$ cat src/rtl/traffic_pkg.sv
// Shared types and constants for the traffic-light controller blocks.
// Latency: n/a (declarations only).
// Backpressure: n/a.
package traffic_pkg;

    // Down-counter control states.
    typedef enum logic [1:0] {
        IDLE   = 2'd0,
        RUN    = 2'd1,
        PAUSED = 2'd2
    } state_t;

    // Default counter geometry.
    localparam int DEF_WIDTH     = 6;
    localparam int DEF_NUM_MODES = 4;

    // Phase indices into the packed durations bus.
    localparam int PH_GREEN  = 0;
    localparam int PH_YELLOW = 1;
    localparam int PH_RED    = 2;
    localparam int PH_ALLRED = 3;

endpackage

$ cat src/rtl/phase_backcounter.sv
// Per-phase seconds down-counter with hold, optional auto-reload and one-cycle timeout strobe.
// Latency: load/pulse effects are visible one cycle after the sampling edge; all outputs registered.
// Backpressure: none; hold freezes the count and drops pulses, load always wins.
module phase_backcounter
    import traffic_pkg::*;
#(
    parameter int WIDTH       = DEF_WIDTH,
    parameter int NUM_MODES   = DEF_NUM_MODES,
    parameter int MODE_W      = (NUM_MODES > 1) ? $clog2(NUM_MODES) : 1,
    parameter int AUTO_RELOAD = 0
) (
    input  logic                       clk,
    input  logic                       rst,
    input  logic                       load,
    input  logic [MODE_W-1:0]          mode,
    input  logic [NUM_MODES*WIDTH-1:0] durations,
    input  logic                       pulse,
    input  logic                       hold,
    output logic                       timeout,
    output logic [WIDTH-1:0]           sec_count,
    output logic [MODE_W-1:0]          phase,
    output logic                       busy
);

    localparam logic [WIDTH-1:0] ONE = WIDTH'(1);

    state_t            state_q, state_d;
    logic [WIDTH-1:0]  cnt_q, cnt_d;
    logic [MODE_W-1:0] phase_q, phase_d;
    logic              tout_q, tout_d;
    logic [WIDTH-1:0]  load_dur;
    logic [WIDTH-1:0]  reload_dur;

    // Out-of-range phase indices select a zero duration so they expire at once.
    function automatic logic [WIDTH-1:0] dur_sel(input logic [NUM_MODES*WIDTH-1:0] durs,
                                                 input logic [MODE_W-1:0] idx);
        logic [WIDTH-1:0] d;
        d = '0;
        if (int'(idx) < NUM_MODES) begin
            d = durs[int'(idx)*WIDTH +: WIDTH];
        end
        return d;
    endfunction

    // Duration for a fresh load comes from mode; reload reads the latched phase live.
    always_comb begin
        load_dur   = dur_sel(durations, mode);
        reload_dur = dur_sel(durations, phase_q);
    end

    // Next-state and next-count logic; load beats hold beats pulse.
    always_comb begin
        state_d = state_q;
        cnt_d   = cnt_q;
        phase_d = phase_q;
        tout_d  = 1'b0;
        if (load) begin
            phase_d = mode;
            cnt_d   = load_dur;
            if (load_dur == '0) begin
                state_d = IDLE;
                tout_d  = 1'b1;
            end else begin
                state_d = RUN;
            end
        end else begin
            unique case (state_q)
                RUN: begin
                    if (hold) begin
                        state_d = PAUSED;
                    end else if (pulse) begin
                        if (cnt_q > ONE) begin
                            cnt_d = cnt_q - ONE;
                        end else begin
                            tout_d = 1'b1;
                            if ((AUTO_RELOAD != 0) && (reload_dur != '0)) begin
                                cnt_d = reload_dur;
                            end else begin
                                cnt_d   = '0;
                                state_d = IDLE;
                            end
                        end
                    end
                end
                PAUSED: begin
                    if (!hold) begin
                        state_d = RUN;
                    end
                end
                default: begin
                end
            endcase
        end
    end

    // State and output registers; reset drops any pending timeout.
    always_ff @(posedge clk or posedge rst) begin
        if (rst) begin
            state_q <= IDLE;
            cnt_q   <= '0;
            phase_q <= '0;
            tout_q  <= 1'b0;
        end else begin
            state_q <= state_d;
            cnt_q   <= cnt_d;
            phase_q <= phase_d;
            tout_q  <= tout_d;
        end
    end

    assign timeout   = tout_q;
    assign sec_count = cnt_q;
    assign phase     = phase_q;
    assign busy      = (state_q != IDLE);

endmodule

$ cat config.mk
export PLATFORM = sky130hd
export DESIGN_NAME = phase_backcounter
export DESIGN_NICKNAME = d
export VERILOG_FILES = /design/src/rtl/traffic_pkg.sv /design/src/rtl/phase_backcounter.sv
export SDC_FILE = /design/constraint.sdc
export NUM_CORES = 1
export LEC_CHECK = 0
export ABC_AREA = 1
export CORE_ASPECT_RATIO = 1.1
export CORE_MARGIN = 2
export CORE_UTILIZATION = 25
export CTS_BUF_LIST = sky130_fd_sc_hd__clkbuf_4 sky130_fd_sc_hd__clkbuf_8 sky130_fd_sc_hd__clkbuf_16
export CTS_CLUSTER_DIAMETER = 100
export CTS_CLUSTER_SIZE = 10
export DETAILED_ROUTE_END_ITERATION = 8
export PLACE_DENSITY_LB_ADDON = 0.12
export SLEW_MARGIN = 30
export SYNTH_ARGS = -nofsm -noshare
export SYNTH_HDL_FRONTEND = slang
export SYNTH_SLANG_ARGS = --single-unit
$ cat constraint.sdc
create_clock -name clk -period 1.2 [get_ports clk]
set_input_delay 0.24 -clock clk [delete_from_list [all_inputs] [get_ports clk]]
set_output_delay 0.24 -clock clk [all_outputs]
set_load 0.03 [all_outputs]
; ---- Word level (Yosys, flattened, before mapping)
; Index checks and enable logic that the tools add are counted.
[classes]
n_addsub = 1
mul = 1
div_mod_pow = 0
n_lt_le_gt_ge = 1
n_eq_ne = 6
shift = 1
n_mux = 18
bitwise = 0
reduce_logical = 7
[op_table]
columns = cell, n
row1 = 6-bit two-way mux, 5
row2 = 24-bit by 6-bit variable part select with 6-bit output, 1
row3 = 2-bit two-way mux, 5
row4 = 4-bit inequality test (second input constant), 2
row5 = 1-bit two-way mux, 7
row6 = 6-bit by 1-bit greater-than comparator with 1-bit output (second input constant), 1
row7 = 6-bit zero test, 1
row8 = 2-bit nonzero test, 3
row9 = 6-bit by 1-bit subtractor with 6-bit output (second input constant), 1
row10 = 2-bit by 2-bit multiplier with 4-bit output (second input constant), 1
row11 = 2-bit case mux with 2 select lines, 1
row12 = 4-bit AND reduction, 1
row13 = 3-bit inequality test (second input constant), 1
row14 = 3-bit AND reduction, 1
row15 = 3-bit nonzero test, 1
row16 = 2-bit by 1-bit == test with 1-bit output (second input constant), 1
row17 = 2-bit == test (second input constant), 1
row18 = 2-bit inequality test (second input constant), 1
[word_totals]
register_bits = 11
latch_bits = 0
ramBits = 0
rom_bits = 0
out_inout_bits = 10
memories = 0

; ---- Depth between registers and ports, before layout
; Gate-level depths: netlist (run 1).
[logic_depth]
depth_word = 6
ltp_mapped = 10

; ---- Least setup slack after synthesis (run 1)
; No wires, ideal clock.
[synth_path]
path_type = register to register
startpoint = reg cnt_q[0], in the netlist sec_count[0]
endpoint = reg state_q[0]
setup_time_ps = 116
arrival_time_ps = 1338
setup_slack_ps = -255
path_stages_with_launch = 10
path_buffers = 0
synth_period_minus_slack_ps = 1455
cell_sequence = dfrtp_1 inv_1 ha_1 nor2_1 nor2_1 nand2_1 nand2_1 nand2_1 nand2_1 nand2_1
[synth_between]
elab_chain_cells = 3
[synth_lines]
columns = item, line
row1 = "start, declared", phase_backcounter.sv:28  ; logic [WIDTH-1:0] cnt_q, cnt_d;
row2 = "start signal, assigned", phase_backcounter.sv:105  ; cnt_q <= cnt_d;
row3 = 6-bit by 1-bit greater-than comparator with 1-bit output, phase_backcounter.sv:72  ; if (cnt_q > ONE) begin
row4 = 4-bit inequality test (no source line), n/a
row5 = 4-bit AND reduction (no source line), n/a
row6 = "end signal, assigned", phase_backcounter.sv:104  ; state_q <= state_d;
row7 = "end, declared", phase_backcounter.sv:27  ; state_t state_q, state_d;
; Every way passes these cells.
; A chain may end at the register's enable or synchronous reset.

; ---- Worst setup path in the final report (run 1)
[layout_path]
startpoint = reg state_q[0]
endpoint = out busy
[layout_between]
elab_chain_cells = 1
[layout_lines]
columns = item, line
row1 = 2-bit nonzero test, phase_backcounter.sv:114  ; assign busy = (state_q != IDLE);
row2 = "end, declared", phase_backcounter.sv:22  ; output logic busy
; Every way passes these cells.

==> results_tabular.tex, run 1 <==
\begin{tabular}{lr}
\hline
Metric & Value \\
\hline
\multicolumn{2}{l}{\textbf{Run status}} \\
\quad Result of the run & complete, but fails checks \\
\quad Violations in the final reports & setup timing \\
\multicolumn{2}{l}{\textbf{STA}} \\
\quad Final-report max-slew violation count & 0 \\
\quad Unrepaired setup endpoints after global routing & true \\
\quad Fin crit period & 1.276 ns \\
\quad Relative slew margins & 80.79\% \\
\quad Achievable frequency & 0.7837 GHz \\
\quad Final number of setup-violating endpoints & 9 \\
\quad Smallest setup slack after layout & -0.07599 ns \\
\quad Count of endpoints failing hold in the final timing report & 0 \\
\quad Portion of the clock cycle consumed by the worst path in the final layout & 106.3\% \\
\quad Post-route setup TNS & -0.4011 ns \\
\quad Slew at the pin with the worst max-slew slack & 0.2858 ns \\
\quad Clock skew & 0.002248 ns \\
\multicolumn{2}{l}{\textbf{Floorplanning}} \\
\quad DIE AREA & 4154 um\^{}2 \\
\quad Boundary pin count & 41 \\
\quad Core area & 3568 um\^{}2 \\
\quad Width of the die & 61.63 um \\
\quad Die H & 67.40 um \\
\quad Number of standard-cell rows in the floorplan & 23 \\
\quad Effective utilization at floorplan & 25.60\% \\
\multicolumn{2}{l}{\textbf{Synthesis}} \\
\quad Net count after synthesis & 177 \\
\quad Number of warnings printed during yosys synthesis & 0 \\
\quad Post-synth top area cell & sky130\_fd\_sc\_hd\_\_dfrtp\_1 \\
\quad Portion of synthesized cell area occupied by the leading cell type & 30.14\% \\
\quad Number of standard cells after synthesis & 144 \\
\quad Synthesized cell area & 913.4 um\^{}2 \\
\quad Number of distinct library cells after synthesis & 21 \\
\quad Part of the Yosys area used for sequential elements & 30.14\% \\
\quad Flop and latch count out of synthesis & 11 \\
\quad Top-count cell post-synth & sky130\_fd\_sc\_hd\_\_nand2\_1 \\
\quad Count of flip-flops with a built-in enable after synthesis & 0 \\
\quad Async set-reset flop share out of synthesis & 100.0\% \\
\quad Mean Syn Cell Area & 6.343 um\^{}2 \\
\quad Post-synth top cells & 63 x sky130\_fd\_sc\_hd\_\_nand2\_1, 21 x sky130\_fd\_sc\_hd\_\_nand3\_1, 14 x sky130\_fd\_sc\_hd\_\_inv\_1 \\
\quad Dominant cells by area after synthesis & sky130\_fd\_sc\_hd\_\_dfrtp\_1 30\%, sky130\_fd\_sc\_hd\_\_nand2\_1 26\%, sky130\_fd\_sc\_hd\_\_nand3\_1 12\% \\
\quad Primary FF master, synth & sky130\_fd\_sc\_hd\_\_dfrtp\_1 \\
\multicolumn{2}{l}{\textbf{Critical path}} \\
\quad Slowest stage cell on the critical path & sky130\_fd\_sc\_hd\_\_dfrtp\_1 \\
\quad Data required time of the worst path & 0.96 ns \\
\quad Worst Setup Start Kind & register \\
\quad Biggest cell delay along the critical path & 0.41 ns \\
\quad Peak fanout along the critical path & 5 \\
\quad Element type at the critical path end & primary output \\
\quad Arrival time of the worst setup path & 1.04 ns \\
\quad Crit Path Category & register to primary output \\
\quad Cell-by-cell trace of the critical path & inv\_1 -> nand2\_1 -> buf\_4 \\
\multicolumn{2}{l}{\textbf{CTS}} \\
\quad Clock Pin Slew Worst Setup and Hold Paths & 0.05 ns \\
\quad CTS tree & yes \\
\quad Insertion delay to the later sink of the worst-skew pair & 0.24 ns \\
\quad Buffer type at the clock tree root & sky130\_fd\_sc\_hd\_\_clkbuf\_8 \\
\quad Number of CTS-inserted buffers & 3 \\
\quad Maximum count of clock buffers along a single path & 2 \\
\quad CTS sink cnt & 11 \\
\quad Deepest level of the CTS H-tree & 1 \\
\multicolumn{2}{l}{\textbf{Layout}} \\
\quad Layout cell share with drive strength beyond 1 & 35.62\% \\
\quad Post-route cell area & 1738 um\^{}2 \\
\quad Number of inserted filler cells in the final layout & 379 \\
\quad Area added between synthesis and finish & 90.27\% \\
\quad Count of inserted antenna diode cells & 0 \\
\quad Final Util & 48.70\% \\
\quad Sequential cell area & 279.0 um\^{}2 \\
\quad Final non-filler cell total & 269 \\
\quad Final layout net count & 253 \\
\quad Area of the multi-input gates & 620.6 um\^{}2 \\
\multicolumn{2}{l}{\textbf{Global route}} \\
\quad First-pass GRT wire length & 4616 um \\
\quad Largest net degree at the start of global routing & 14 \\
\quad Vias in the first global route & 1123 \\
\quad Global Route Usage Sum & 14.54\% \\
\quad Antenna violations before repair & 0 \\
\quad Total congestion overflow & 0 \\
\multicolumn{2}{l}{\textbf{Place}} \\
\quad Estimated wirelength of the detail-placed design & 2306 um \\
\quad Count of input and output buffers & 40 \\
\quad Gpl congestion & 0.7511 \\
\quad Setup Slack @ Placement & -0.3492 ns \\
\quad Area after DPL & 1545 um\^{}2 \\
\quad Post-Place Cells & 260 \\
\multicolumn{2}{l}{\textbf{Route}} \\
\quad Number of remaining DRC errors & 0 \\
\quad First-pass DRT Iterations & 4 \\
\quad Number of design-rule violations left by the first detailed-router iteration & 29 \\
\quad Count of nets left with antenna violations after detail routing & 0 \\
\quad WL final & 2821 um \\
\quad DR WL/cell & 10.49 um \\
\quad Average via count per standard cell & 4.290 \\
\quad Vias after detailed routing & 1154 \\
\multicolumn{2}{l}{\textbf{Min path}} \\
\quad Type of the most critical hold path & primary input to async pin \\
\multicolumn{2}{l}{\textbf{Job}} \\
\quad Total of max-cap violations & 0 \\
\multicolumn{2}{l}{\textbf{Power}} \\
\quad Net Sw Power & 594.9 uW \\
\quad Sequential power share & 27.1\% \\
\quad Worst vdd rail ir drop & 0.0002785 V \\
\quad Total power divided by cell area & 978.6 nW/um\^{}2 \\
\quad Net Sw Frac & 34.98\% \\
\quad Int Pwr & 1.106 mW \\
\quad Clk pwr share & 23.8\% \\
\quad Logic gate share of total power & 49.1\% \\
\quad Leakage power & 0.8759 nW \\
\hline
\end{tabular}
cell usage in the layout (no fill, tap or decap), drive strengths merged, types with 2 or more instances in the layout:
cell,count
nand3,23
dlymetal6s2s,2
buf,45
o21ai,4
inv,16
nor2,9
nor3,2
clkdlybuf4s50,27
o211ai,2
dfrtp,11
nand4,3
nand2,64
ha,2
clkbuf,4
layout make-up:
| type | instances | area share (%) |
|---|---|---|
| clock buffers | 4 | 2.808 |
| inverters | 16 | 3.600 |
| multi-input cells | 113 | 35.71 |
| flip-flops and latches | 11 | 16.05 |
| well taps | 50 | 3.600 |
| repair buffers | 75 | 38.23 |
worst paths after layout:
kind | startpoint | to | slack (ns) | cells after the start
max | state_q[0] | busy | -0.08 | 3
min | rst | phase[1] | 0.29 | 3
max reg2reg | sec_count[0] | state_q[0] | -0.06 | 9
min reg2reg | phase[1] | phase[1] | 0.49 | 2
max in group asynchronous | rst | sec_count[1] | 0.74 | 3
min in group clk | load | timeout | 0.46 | 4
stage by stage:
step | power [mW] | hold WS [ns]
final | 1.701 | 0.2876
after CTS | 1.623 | 0.2957
after floorplan | 0.8227 | 0.09224
after global routing | 1.816 | 0.3306
after global placement | 1.175 | 0.4681
after detailed placement | 1.185 | 0.4746
metal layers:
metal / vias to the layer above / global-route usage, % / part of all wire (%)
met3: 2 / 1.916 / 4.0
li1: 609 / - / -
met2: 36 / 24.87 / 52
met4: 0 / 4.787 / 0.96
met5: - / 0 / 0
met1: 507 / 18.50 / 43
power by group through the flow:
stage               Combinational, mW  Sequential [mW]  Clock (mW)
CTS                             0.750            0.455       0.418
global route                    0.910            0.470       0.437
global placement                0.713            0.462           0
finish                          0.835            0.461       0.405
detailed placement              0.721            0.464           0
floorplan                       0.268            0.554           0
worst max-delay path: cells and delay by family, from the launching register on:
family                 cells  cell delay, ns
buffers and inverters      2            0.32
DFF                        1            0.41
and+or+nand+nor            1            0.07
state kept, by name, summed over array words and instances (netlist names):
name       flops
timeout        1
sec_count      6
state_q        2
phase          2
kinds of logic (layout without fill, tap and decap cells):
group                      count (synthesis)  in the layout  share of synthesized area (%)
and+or+nand+nor                          102            102                          48.36
adders and majority gates                  2              2                          2.739
AOI/OAI and AO/OA                          7              7                          5.068
xor gates and xnor gates                   2              2                          1.918
DFF                                       11             11                          30.14
buffers and inverters                     20             95                          11.78
what timing repair did:
action | CTS | global route
pin swaps | 3 | 8
hold buffers | 0 | 0
hold endpoints to repair | 0 | 0
gates resized for setup | 8 | 22
setup endpoints to repair | 10 | 14
setup buffers | 2 | 3
No activity file was read; power rests on OpenSTA's default activity.
==> run 2, diff against run 1 <==
Settings changed: SLEW_MARGIN 30 to 10.
Clock period 1.2 ns to 1.25 ns, I/O delays scaled along.
==> run 2 against run 1 <==
The run still ends with setup timing left; power fell by 5.3%; global-route usage hardly changed; final cell count down 0.37%; clock-buffer cell count shrank 1; first-iteration DRC count fell by 52%; combinational power decreased by 3.1%; worst setup slack gained 0.035 ns; largest cell class unchanged; non-clock buffer count shrank 1; final area decreased by 0.14%; critical endpoint is now sec_count[3]; sequential share of layout area is essentially flat; clock power fell by 11%.
==> results_tabular.tex, run 2 (same netlist as run 1, synthesis figures left out) <==
\begin{tabular}{lr}
\hline
Metric & Value \\
\hline
\multicolumn{2}{l}{\textbf{Floorplanning}} \\
\quad Number of standard-cell rows in the floorplan & 23 \\
\quad Core area & 3568 um\^{}2 \\
\quad Boundary pin count & 41 \\
\quad Effective utilization at floorplan & 25.60\% \\
\quad Die H & 67.40 um \\
\quad DIE AREA & 4154 um\^{}2 \\
\quad Width of the die & 61.63 um \\
\multicolumn{2}{l}{\textbf{Route}} \\
\quad Number of design-rule violations left by the first detailed-router iteration & 14 \\
\quad First-pass DRT Iterations & 4 \\
\quad Number of remaining DRC errors & 0 \\
\quad DR WL/cell & 10.33 um \\
\quad Average via count per standard cell & 4.351 \\
\quad Vias after detailed routing & 1166 \\
\quad WL final & 2768 um \\
\quad Count of nets left with antenna violations after detail routing & 0 \\
\multicolumn{2}{l}{\textbf{Global route}} \\
\quad Total congestion overflow & 0 \\
\quad Vias in the first global route & 1140 \\
\quad Antenna violations before repair & 0 \\
\quad Largest net degree at the start of global routing & 14 \\
\quad Global Route Usage Sum & 14.50\% \\
\quad First-pass GRT wire length & 4581 um \\
\multicolumn{2}{l}{\textbf{Place}} \\
\quad Count of input and output buffers & 40 \\
\quad Estimated wirelength of the detail-placed design & 2264 um \\
\quad Area after DPL & 1538 um\^{}2 \\
\quad Setup Slack @ Placement & -0.3282 ns \\
\quad Gpl congestion & 0.7401 \\
\quad Post-Place Cells & 259 \\
\multicolumn{2}{l}{\textbf{Critical path}} \\
\quad Cell-by-cell trace of the critical path & inv\_2 -> ha\_4 -> nor2\_4 -> nor2\_4 -> inv\_1 -> nand3\_1 -> nand3\_1 -> nand2\_1 -> inv\_1 \\
\quad Data required time of the worst path & 1.38 ns \\
\quad Crit path from & sec\_count[0] \\
\quad Worst Setup Start Kind & register \\
\quad Crit Path Category & register to register \\
\quad Source of the worst register-to-register timing path & sec\_count[0] \\
\quad Biggest cell delay along the critical path & 0.44 ns \\
\quad Slowest stage cell on the critical path & sky130\_fd\_sc\_hd\_\_dfrtp\_2 \\
\quad R2R depth & 9 \\
\quad Element type at the critical path end & register \\
\quad Arrival time of the worst setup path & 1.42 ns \\
\quad Peak fanout along the critical path & 4 \\
\multicolumn{2}{l}{\textbf{CTS}} \\
\quad CTS sink cnt & 11 \\
\quad Number of CTS-inserted buffers & 3 \\
\quad Deepest level of the CTS H-tree & 1 \\
\quad Clock Pin Slew Worst Setup and Hold Paths & 0.06 ns \\
\quad CTS tree & yes \\
\quad Insertion delay to the later sink of the worst-skew pair & 0.24 ns \\
\quad Buffer type at the clock tree root & sky130\_fd\_sc\_hd\_\_clkbuf\_8 \\
\quad Maximum count of clock buffers along a single path & 2 \\
\multicolumn{2}{l}{\textbf{Power}} \\
\quad Leakage power & 0.8883 nW \\
\quad Logic gate share of total power & 50.2\% \\
\quad Total power divided by cell area & 928.1 nW/um\^{}2 \\
\quad Sequential power share & 27.5\% \\
\quad Clk pwr share & 22.3\% \\
\quad Int Pwr & 1.033 mW \\
\quad Worst vdd rail ir drop & 0.0003093 V \\
\quad Net Sw Power & 577.2 uW \\
\quad Net Sw Frac & 35.84\% \\
\multicolumn{2}{l}{\textbf{Layout}} \\
\quad Most common library cell in the layout ignoring fill and taps & sky130\_fd\_sc\_hd\_\_nand2\_1 \\
\quad Layout cell share with drive strength beyond 1 & 34.40\% \\
\quad Highest-count cells in the layout ignoring fill and taps & 61 x sky130\_fd\_sc\_hd\_\_nand2\_1, 39 x sky130\_fd\_sc\_hd\_\_buf\_4, 25 x sky130\_fd\_sc\_hd\_\_clkdlybuf4s50\_1, 18 x sky130\_fd\_sc\_hd\_\_nand3\_1, 10 x sky130\_fd\_sc\_hd\_\_inv\_1 \\
\quad Area added between synthesis and finish & 90.00\% \\
\quad Final non-filler cell total & 268 \\
\quad Final layout net count & 252 \\
\quad Count of inserted antenna diode cells & 0 \\
\quad Max FFs per register & 6 \\
\quad Post-route cell area & 1735 um\^{}2 \\
\multicolumn{2}{l}{\textbf{STA}} \\
\quad Achievable frequency & 0.7746 GHz \\
\quad Worst hold margin & 0.3014 ns \\
\quad Final number of setup-violating endpoints & 3 \\
\quad Portion of the clock cycle consumed by the worst path in the final layout & 103.3\% \\
\quad Smallest setup slack after layout & -0.04101 ns \\
\quad Post-route setup TNS & -0.05806 ns \\
\quad Relative slew margins & 83.37\% \\
\quad Fin crit period & 1.291 ns \\
\quad Count of endpoints failing hold in the final timing report & 0 \\
\quad Clock skew & 0.005893 ns \\
\quad Slew at the pin with the worst max-slew slack & 0.2474 ns \\
\quad Final-report max-slew violation count & 0 \\
\quad Unrepaired setup endpoints after global routing & true \\
\multicolumn{2}{l}{\textbf{Min path}} \\
\quad Type of the most critical hold path & primary input to async pin \\
\multicolumn{2}{l}{\textbf{Job}} \\
\quad Total of max-cap violations & 0 \\
\multicolumn{2}{l}{\textbf{Run status}} \\
\quad Violations in the final reports & setup timing \\
\quad Result of the run & complete, but fails checks \\
\hline
\end{tabular}
[run 2: critical path: cells and delay by family, from the launching register on]
kind          cells  cell delay (ns)
simple gates      5             0.41
flops             1             0.44
buf+inv           3             0.20
fa+ha+maj         1             0.14
[run 2: layout make-up]
cell class | instances | area, um^2
timing repair buffer | 74 | 658.1
clock buffer | 3 | 41.29
fill | 386 | 1833
clock inverter | 1 | 5.005
tap | 50 | 62.56
multi-input combinational | 113 | 624.3
inverter | 16 | 65.06
sequential | 11 | 279.0
[run 2: path summary, 6_finish.rpt]
path                                end  slack, ns
max in group asynchronous  sec_count[1]       0.77
min in group clk                timeout       0.41
min reg2reg                    phase[0]       0.48
min                          state_q[1]       0.30
max                        sec_count[3]      -0.04
max reg2reg                sec_count[3]      -0.04
[run 2: power by group through the flow]
stage                     sequential, mW  clock [mW]  combinational [mW]
after global routing               0.448       0.389               0.880
final                              0.443       0.359               0.809
after floorplan                    0.532           0               0.257
after global placement             0.443           0               0.688
after detailed placement           0.445           0               0.691
after CTS                          0.438       0.375               0.756
[run 2: per-stage QoR]
step / util (%) / power, mW
2_1_floorplan: - / 0.7898
3_3_place_gp: 43.09 / 1.131
3_5_place_dp: 43.09 / 1.136
4_1_cts: 46.39 / 1.569
5_1_grt: 48.63 / 1.718
6_report: 48.63 / 1.611
[run 2: timing repair]
action	in CTS	in global routing
pin swaps	5	13
hold buffers	0	0
setup buffers	2	3
cloned	0	0
endpoints found under the setup margin	10	11
resized for setup	17	15
[run 2: routing by layer]
| metal | GRT usage (%) | vias to the layer above | share of wire [%] |
|---|---|---|---|
| met5 | 0 | - | 0 |
| met4 | 5.585 | 0 | 1.2 |
| met3 | 2.490 | 2 | 4.6 |
| met2 | 26.84 | 39 | 52 |
| met1 | 15.97 | 514 | 42 |
| li1 | - | 611 | - |
==> run 3, diff against run 2 <==
Settings changed: TNS_END_PERCENT set to 20.
==> run 3 against run 2 <==
The flow still finishes with violations (setup timing); via count down 4.4%; power decreased by 3.3%; clock skew fell by 0.0051 ns; die area stayed put; critical path type is now register to primary output.
==> results_tabular.tex, run 3 (same netlist as run 1, synthesis figures left out) <==
\begin{tabular}{lr}
\hline
Metric & Value \\
\hline
\multicolumn{2}{l}{\textbf{Critical path}} \\
\quad Flop-to-flop setup slack & -0.01 ns \\
\quad Arrival time of the worst setup path & 1.04 ns \\
\quad Data required time of the worst path & 1.00 ns \\
\quad Peak fanout along the critical path & 5 \\
\quad Reg2Reg Capture Point & state\_q[0] \\
\quad Worst Setup Start Kind & register \\
\quad Crit Path Category & register to primary output \\
\quad R2R depth & 9 \\
\quad Element type at the critical path end & primary output \\
\quad Source of the worst register-to-register timing path & sec\_count[0] \\
\multicolumn{2}{l}{\textbf{STA}} \\
\quad Achievable frequency & 0.7755 GHz \\
\quad Final number of setup-violating endpoints & 2 \\
\quad Portion of the clock cycle consumed by the worst path in the final layout & 103.2\% \\
\quad Post-route setup TNS & -0.04674 ns \\
\quad Clock skew & 0.0008114 ns \\
\quad Smallest setup slack after layout & -0.03944 ns \\
\quad Unrepaired setup endpoints after global routing & true \\
\quad Count of endpoints failing hold in the final timing report & 0 \\
\quad Relative slew margins & 82.85\% \\
\quad Fin crit period & 1.289 ns \\
\quad Final-report max-slew violation count & 0 \\
\quad Slew at the pin with the worst max-slew slack & 0.2551 ns \\
\multicolumn{2}{l}{\textbf{CTS}} \\
\quad Buffer type at the clock tree root & sky130\_fd\_sc\_hd\_\_clkbuf\_8 \\
\quad CTS sink cnt & 11 \\
\quad Maximum count of clock buffers along a single path & 2 \\
\quad Deepest level of the CTS H-tree & 1 \\
\quad Insertion delay to the later sink of the worst-skew pair & 0.23 ns \\
\quad Clock Pin Slew Worst Setup and Hold Paths & 0.05 ns \\
\quad Total of hold buffers inserted after clock tree synthesis & 0 \\
\quad Number of CTS-inserted buffers & 3 \\
\quad CTS tree & yes \\
\multicolumn{2}{l}{\textbf{Global route}} \\
\quad Antenna violations before repair & 0 \\
\quad First-pass GRT wire length & 4353 um \\
\quad Global Route Usage Sum & 14.09\% \\
\quad Largest net degree at the start of global routing & 14 \\
\quad Total congestion overflow & 0 \\
\quad Vias in the first global route & 1047 \\
\multicolumn{2}{l}{\textbf{Floorplanning}} \\
\quad DIE AREA & 4154 um\^{}2 \\
\quad Width of the die & 61.63 um \\
\quad Core area & 3568 um\^{}2 \\
\quad Boundary pin count & 41 \\
\quad Effective utilization at floorplan & 25.60\% \\
\quad Die H & 67.40 um \\
\quad Number of standard-cell rows in the floorplan & 23 \\
\multicolumn{2}{l}{\textbf{Route}} \\
\quad Number of design-rule violations left by the first detailed-router iteration & 26 \\
\quad DR WL/cell & 9.693 um \\
\quad Vias after detailed routing & 1115 \\
\quad Count of nets left with antenna violations after detail routing & 0 \\
\quad First-pass DRT Iterations & 4 \\
\quad Number of remaining DRC errors & 0 \\
\quad WL final & 2559 um \\
\quad Average via count per standard cell & 4.223 \\
\multicolumn{2}{l}{\textbf{Run status}} \\
\quad Result of the run & complete, but fails checks \\
\quad Violations in the final reports & setup timing \\
\multicolumn{2}{l}{\textbf{Place}} \\
\quad Post-Place Cells & 259 \\
\quad Count of input and output buffers & 40 \\
\quad Estimated wirelength of the detail-placed design & 2233 um \\
\quad Gpl congestion & 0.7668 \\
\multicolumn{2}{l}{\textbf{Layout}} \\
\quad Layout cell share with drive strength beyond 1 & 30.37\% \\
\quad Most common library cell in the layout ignoring fill and taps & sky130\_fd\_sc\_hd\_\_nand2\_1 \\
\quad Max FFs per register & 6 \\
\quad Area added between synthesis and finish & 81.51\% \\
\quad Final layout net count & 248 \\
\quad Highest-count cells in the layout ignoring fill and taps & 63 x sky130\_fd\_sc\_hd\_\_nand2\_1, 38 x sky130\_fd\_sc\_hd\_\_buf\_4, 28 x sky130\_fd\_sc\_hd\_\_clkdlybuf4s50\_1, 21 x sky130\_fd\_sc\_hd\_\_nand3\_1, 11 x sky130\_fd\_sc\_hd\_\_inv\_1 \\
\quad Final non-filler cell total & 264 \\
\quad Count of inserted antenna diode cells & 0 \\
\multicolumn{2}{l}{\textbf{Min path}} \\
\quad Type of the most critical hold path & primary input to async pin \\
\multicolumn{2}{l}{\textbf{Power}} \\
\quad Total power divided by cell area & 939.5 nW/um\^{}2 \\
\quad Leakage power & 0.8329 nW \\
\quad Worst vdd rail ir drop & 0.0003215 V \\
\multicolumn{2}{l}{\textbf{Job}} \\
\quad Total of max-cap violations & 0 \\
\hline
\end{tabular}
==> run 3: repair_timing <==
action | CTS | global route
endpoints found under the setup margin | 10 | 10
endpoints found under the hold margin | 0 | 0
pin swaps | 4 | 7
setup buffers | 2 | 0
gates resized for setup | 10 | 8
==> run 3: critical path, stage by stage, from the launching register on <==
cell	delay (ns)
sky130_fd_sc_hd__dfrtp_2	0.43
sky130_fd_sc_hd__inv_2	0.06
sky130_fd_sc_hd__buf_4	0.10
sky130_fd_sc_hd__nand2_1	0.06
sky130_fd_sc_hd__buf_6	0.14
==> run 3: stage by stage <==
step | utilization [%] | hold WS [ns] | power (mW) | area [um^2] | setup WS [ns]
finish | 46.46 | 0.2958 | 1.557 | 1658 | -0.03944
detailed placement | 43.09 | 0.4750 | 1.132 | 1538 | -0.3221
CTS | 45.58 | 0.2998 | 1.569 | 1627 | -0.05489
floorplan | - | 0.1022 | 0.7898 | 929.6 | -0.07036
global placement | 43.09 | 0.4685 | 1.125 | 1538 | -0.2992
global route | 46.46 | 0.3139 | 1.687 | 1658 | -0.1111
==> run 3: how the worst max path moves through the flow <==
| stage | start | end | slack [ns] | depth (start not counted) |
|---|---|---|---|---|
| 4_1_cts | sec_count[0] | sec_count[5] | -0.05 | 6 |
| 2_1_floorplan | sec_count[1] | state_q[0] | -0.07 | 9 |
| 3_5_place_dp | mode[1] | state_q[0] | -0.32 | 9 |
| 6_report | state_q[1] | busy | -0.04 | 4 |
| 3_3_place_gp | mode[1] | sec_count[3] | -0.30 | 8 |
| 5_1_grt | state_q[1] | sec_count[5] | -0.11 | 5 |
==> run 3: area by class of cell <==
class / instances / area (um^2)
Inverter: 16 / 62.56
Sequential cell: 11 / 280.3
Fill cell: 370 / 1911
Timing Repair Buffer: 70 / 613.1
Tap cell: 50 / 62.56
Multi-Input combinational cell: 113 / 590.6
Clock buffer: 4 / 48.80
==> run 3: power breakdown <==
group	switching, mW	leakage (nW)	total [mW]	internal, mW
sequential	0.0401	0.130	0.445	0.405
clock	0.136	0.0262	0.382	0.246
combinational	0.358	0.677	0.730	0.372
total	0.534	0.833	1.56	1.02
==> run 3: per-layer routing <==
layer / up-vias / global-route usage, % / share of wire [%]
li1: 599 / - / -
met1: 473 / 15.99 / 42
met2: 41 / 25.79 / 50
met3: 2 / 2.490 / 6.2
met4: 0 / 4.787 / 1.3
met5: - / 0 / 0
